===== src/rtl/token_buffer.sv =====
// Token queue between a lexer and a parser: circular FWFT FIFO with sticky overflow/EOF-done flags.
// Optional second-entry lookahead is enabled by defining TOKBUF_PEEK_EN.
module token_buffer #(
  parameter int         DEPTH  = 16,
  parameter logic [7:0] EOF_ID = 8'h01
) (
  input  logic                     CLK,
  input  logic                     RST,
  input  logic                     I_VALID,
  input  logic [15:0]              I_DATA,
  output logic                     O_VALID,
  output logic [15:0]              O_DATA,
  input  logic                     O_READY,
  output logic                     O_PEEK_VALID,
  output logic [15:0]              O_PEEK_DATA,
  output logic [$clog2(DEPTH):0]   COUNT,
  output logic                     OVERFLOW,
  output logic                     DONE
);

  localparam int              AW       = $clog2(DEPTH);
  localparam logic [AW:0]     FULL_CNT = (AW+1)'(DEPTH);
  localparam logic [AW:0]     CNT_ONE  = (AW+1)'(1);
  localparam logic [AW-1:0]   PTR_ONE  = AW'(1);

  logic [15:0]   mem_q [DEPTH];
  logic [AW-1:0] wr_ptr_q, wr_ptr_d;
  logic [AW-1:0] rd_ptr_q, rd_ptr_d;
  logic [AW:0]   count_q, count_d;
  logic          overflow_q, overflow_d;
  logic          done_q, done_d;
  logic          eof_seen_q, eof_seen_d;
  logic          full, pop, wr_req, wr_en;

  always_comb begin
    O_VALID    = (count_q != '0);
    O_DATA     = O_VALID ? mem_q[rd_ptr_q] : 16'h0000;
    full       = (count_q == FULL_CNT);
    pop        = O_VALID && O_READY;
    wr_req     = I_VALID && !eof_seen_q;
    // A full queue still takes a write when the head leaves in the same cycle.
    wr_en      = wr_req && (!full || pop);
    wr_ptr_d   = wr_ptr_q;
    rd_ptr_d   = rd_ptr_q;
    count_d    = count_q;
    overflow_d = overflow_q;
    done_d     = done_q;
    eof_seen_d = eof_seen_q;
    if (wr_en) begin
      wr_ptr_d = wr_ptr_q + PTR_ONE;
      if (I_DATA[15:8] == EOF_ID) eof_seen_d = 1'b1;
    end
    if (pop) begin
      rd_ptr_d = rd_ptr_q + PTR_ONE;
      if (O_DATA[15:8] == EOF_ID) done_d = 1'b1;
    end
    if (wr_req && full && !pop) overflow_d = 1'b1;
    case ({wr_en, pop})
      2'b10:   count_d = count_q + CNT_ONE;
      2'b01:   count_d = count_q - CNT_ONE;
      default: count_d = count_q;
    endcase
  end

  always_ff @(posedge CLK) begin
    if (RST) begin
      wr_ptr_q   <= '0;
      rd_ptr_q   <= '0;
      count_q    <= '0;
      overflow_q <= 1'b0;
      done_q     <= 1'b0;
      eof_seen_q <= 1'b0;
    end else begin
      wr_ptr_q   <= wr_ptr_d;
      rd_ptr_q   <= rd_ptr_d;
      count_q    <= count_d;
      overflow_q <= overflow_d;
      done_q     <= done_d;
      eof_seen_q <= eof_seen_d;
    end
  end

  // Storage is never cleared; occupancy alone decides what is visible.
  always_ff @(posedge CLK) begin
    if (!RST && wr_en) mem_q[wr_ptr_q] <= I_DATA;
  end

`ifdef TOKBUF_PEEK_EN
  logic [AW-1:0] peek_ptr;
  always_comb begin
    peek_ptr     = rd_ptr_q + PTR_ONE;
    O_PEEK_VALID = (count_q >= (AW+1)'(2));
    O_PEEK_DATA  = O_PEEK_VALID ? mem_q[peek_ptr] : 16'h0000;
  end
`else
  assign O_PEEK_VALID = 1'b0;
  assign O_PEEK_DATA  = 16'h0000;
`endif

  assign COUNT    = count_q;
  assign OVERFLOW = overflow_q;
  assign DONE     = done_q;

endmodule

===== config.mk =====
export PLATFORM = sky130hd
export DESIGN_NAME = token_buffer
export DESIGN_NICKNAME = d
export VERILOG_FILES = /design/src/rtl/token_buffer.sv
export SDC_FILE = /design/constraint.sdc
export NUM_CORES = 1
export LEC_CHECK = 0
export CORE_MARGIN = 4
export CORE_UTILIZATION = 60
export DETAILED_ROUTE_END_ITERATION = 7
export GPL_TIMING_DRIVEN = 0
export PLACE_DENSITY = 0.83
export SLEW_MARGIN = 20
export SYNTH_ARGS = -nofsm -noshare
export SYNTH_HDL_FRONTEND = slang
export SYNTH_SLANG_ARGS = --single-unit

===== constraint.sdc =====
create_clock -name CLK -period 6.15 [get_ports CLK]
set_clock_uncertainty 0.1 [all_clocks]
set_input_delay 1.23 -clock CLK [delete_from_list [all_inputs] [get_ports CLK]]
set_output_delay 1.23 -clock CLK [all_outputs]
set_load 0.05 [all_outputs]

==> reports/qor.txt <==
status: completed
total global routing overflow: 0
max-cap viol count: 0
Max VDD drop: 275.1 uV
Filler cells: 1,001
Worst Tran Pin Value: 842.9 ps
Crit. End Element: output port
largest net degree at the start of global routing: 18
Ports: 61
Fin. Hold Viols: 0
Slew HR: 43.81%
GRT Util Overall: 25.13%
min Tclk post-route: 5667 ps
H-tree depth: 1
mapped cell area: 10,880 um2
switching share of power: 30.01%
post-CTS sizing: 0
CTS tree: yes
Hold Slack: 385.0 ps
depth of the worst register-to-register path: 7
Final Max Tran Viols: 0
layout overhead on the synthesized area: 16.24%
Pleak: 3.973 nW
Ys Warns: 0
WL/cell: 28.61 um
Most used DFF post-synth: edfxtp_1
vias per inst: 6.515
total power: 5.017 mW
routed vias: 5,603
final worst slack: 483.2 ps
Setup Fix Bufs, Post-CTS: 0
HPWL after DPL: 14.20 mm
part of the power in registers: 42.3%
fin crit share: 92.14%
first-pass GRT wire length: 36.99 mm
Die Ht: 142.7 um
synth top area cells: edfxtp_1 71%, mux4_2 15%, dfxtp_1 3.7%
residual DRC count: 0
drt initial violations: 688
Clk pin slew, worst setup/hold paths: 60 ps
Max Fclk: 176.5 MHz
die area: 20,350 um2
Comb power frac: 26.6%
Crit Path Max Fanout: 10
mean post-synth cell area: 20.84 um2
row count: 48
share of cells above drive strength 1: 25.83%
synthesis-stage register bit count: 276
Internal: 3.511 mW
CP Data Required Time: 4820 ps
CP startpoint kind: register
Die Span X: 142.7 um
1st-pass router iterations: 5
clk sinks: 276
top-count cell post-synth: edfxtp_1
CTS max path bufs: 3
kind of critical path: reg -> out
nets: 641
clock power share: 31.1%
Yosys top cell area share: 70.66%
setup-violating endpoint count in the final report: 0
post-synthesis cell type count: 44
Post-Place Setup Slack: 1097 ps
Root Buffer: clkbuf_16
placer congestion estimate: 0.7571
setup TNS: 0 ps
Seq/Total Area, Yosys: 74.34%
core area: 17,540 um2
initial antenna violation count: 0
worst hold stages: 2
WL final: 24.61 mm
Data arrival, critical path: 4340 ps
RSZ-0062 raised after global routing: no
total CTS buffers: 27
Initial Util: 62.04%
Clock Latency Late Sink: 530 ps
Post-synth top cells: 256 x edfxtp_1, 74 x mux4_2, 34 x nor2_1
Yosys top cell by area: edfxtp_1
sw power: 1.506 mW
vias in the first global route: 5,840
Routed Antenna Nets: 0
final core occ: 72.11%
Power Density: 396.7 nW/um2
Post-synth ARST share: 0%
cell count after synthesis: 522
worst hold path class: reg -> reg
IO buf count: 43
# hold bufs at CTS: 0
Post-synth EDFFs: 256
ANT cells: 0
## final cells by class
| cell class | count | area, um2 | share of cell area, % |
|---|---|---|---|
| multi-input cells | 217 | 2680 | 21.19 |
| repair buffers | 48 | 501.7 | 3.968 |
| flip-flops and latches | 276 | 8088 | 63.96 |
| plain buffers | 40 | 250.2 | 1.979 |
| clock inverters | 17 | 131.4 | 1.039 |
| clock buffers | 32 | 694.4 | 5.491 |
| inverters | 5 | 18.77 | 0.1484 |
| well taps | 225 | 281.5 | 2.226 |
## critical path: stages (launching register included)
cell and delay (ps):
dfxtp_1 420, buf_6 220, clkbuf_1 640, clkbuf_1 710, mux4_2 420, mux4_2 480, and2_1 200, clkdlybuf4s50_1 710
## worst paths after layout
path	end	start	slack, ps
setup / recovery	O_DATA[1]	register	480
hold / removal	DONE	DONE	390
setup reg to reg	DONE	register	3010
hold reg to reg	DONE	DONE	390
## power by group through the flow
stage	sequential (mW)	combinational [mW]	clock, mW
floorplan	2.19	0.887	0
global placement	2.16	1.28	0
detailed placement	2.16	1.32	0
CTS	2.12	1.34	1.56
global route	2.13	1.40	1.65
finish	2.12	1.33	1.56
## flip-flops by register name, summed over array words and instances (netlist names), named ones only
register,flops
OVERFLOW,1
eof_seen_q,1
rd_ptr_q,4
wr_ptr_q,4
COUNT,5
mem_q,256
DONE,1
## layer usage
layer  part of all wire [%]  global-route usage (%)  vias to the layer above
met1                     37                   33.67                     2909
met4                    2.5                   7.404                        0
met3                    8.7                   4.756                       57
met2                     52                   42.88                      344
met5                      0                       0                        -
li1                       -                       -                     2293
## cells by family after synthesis
family / share of synthesized area [%]
AOI/OAI and AO/OA: 1.139
xor gates and xnor gates: 0.5636
buffers and inverters: 2.449
DFF: 74.34
muxes: 16.81
and+or+nand+nor: 3.968
other: 0.03447
adders and majority gates: 0.6900
## cell usage in the layout, fill, tap and decap left out, types with 5 or more instances in the layout
cell type        instances
mux4_2                  74
nor3_1                   6
nand2_1                  7
clkinv_1                 8
clkbuf_16               27
mux2i_1                  5
edfxtp_1               256
conb_1                  17
and2_1                  14
buf_4                   17
clkbuf_1                17
dfxtp_1                 20
xor2_1                   5
clkinv_2                 5
nor2_4                  11
ha_1                     6
clkdlybuf4s50_1         43
buf_6                    5
nor2_1                  18
nor2_2                   5
## metrics by stage
step,cell area [um2],instances
2_1_floorplan,10940,538
3_3_place_gp,11650,806
3_5_place_dp,11820,811
4_1_cts,12640,860
5_1_grt,12650,860
6_report,12650,860
Power figures use the tool's default switching activity.
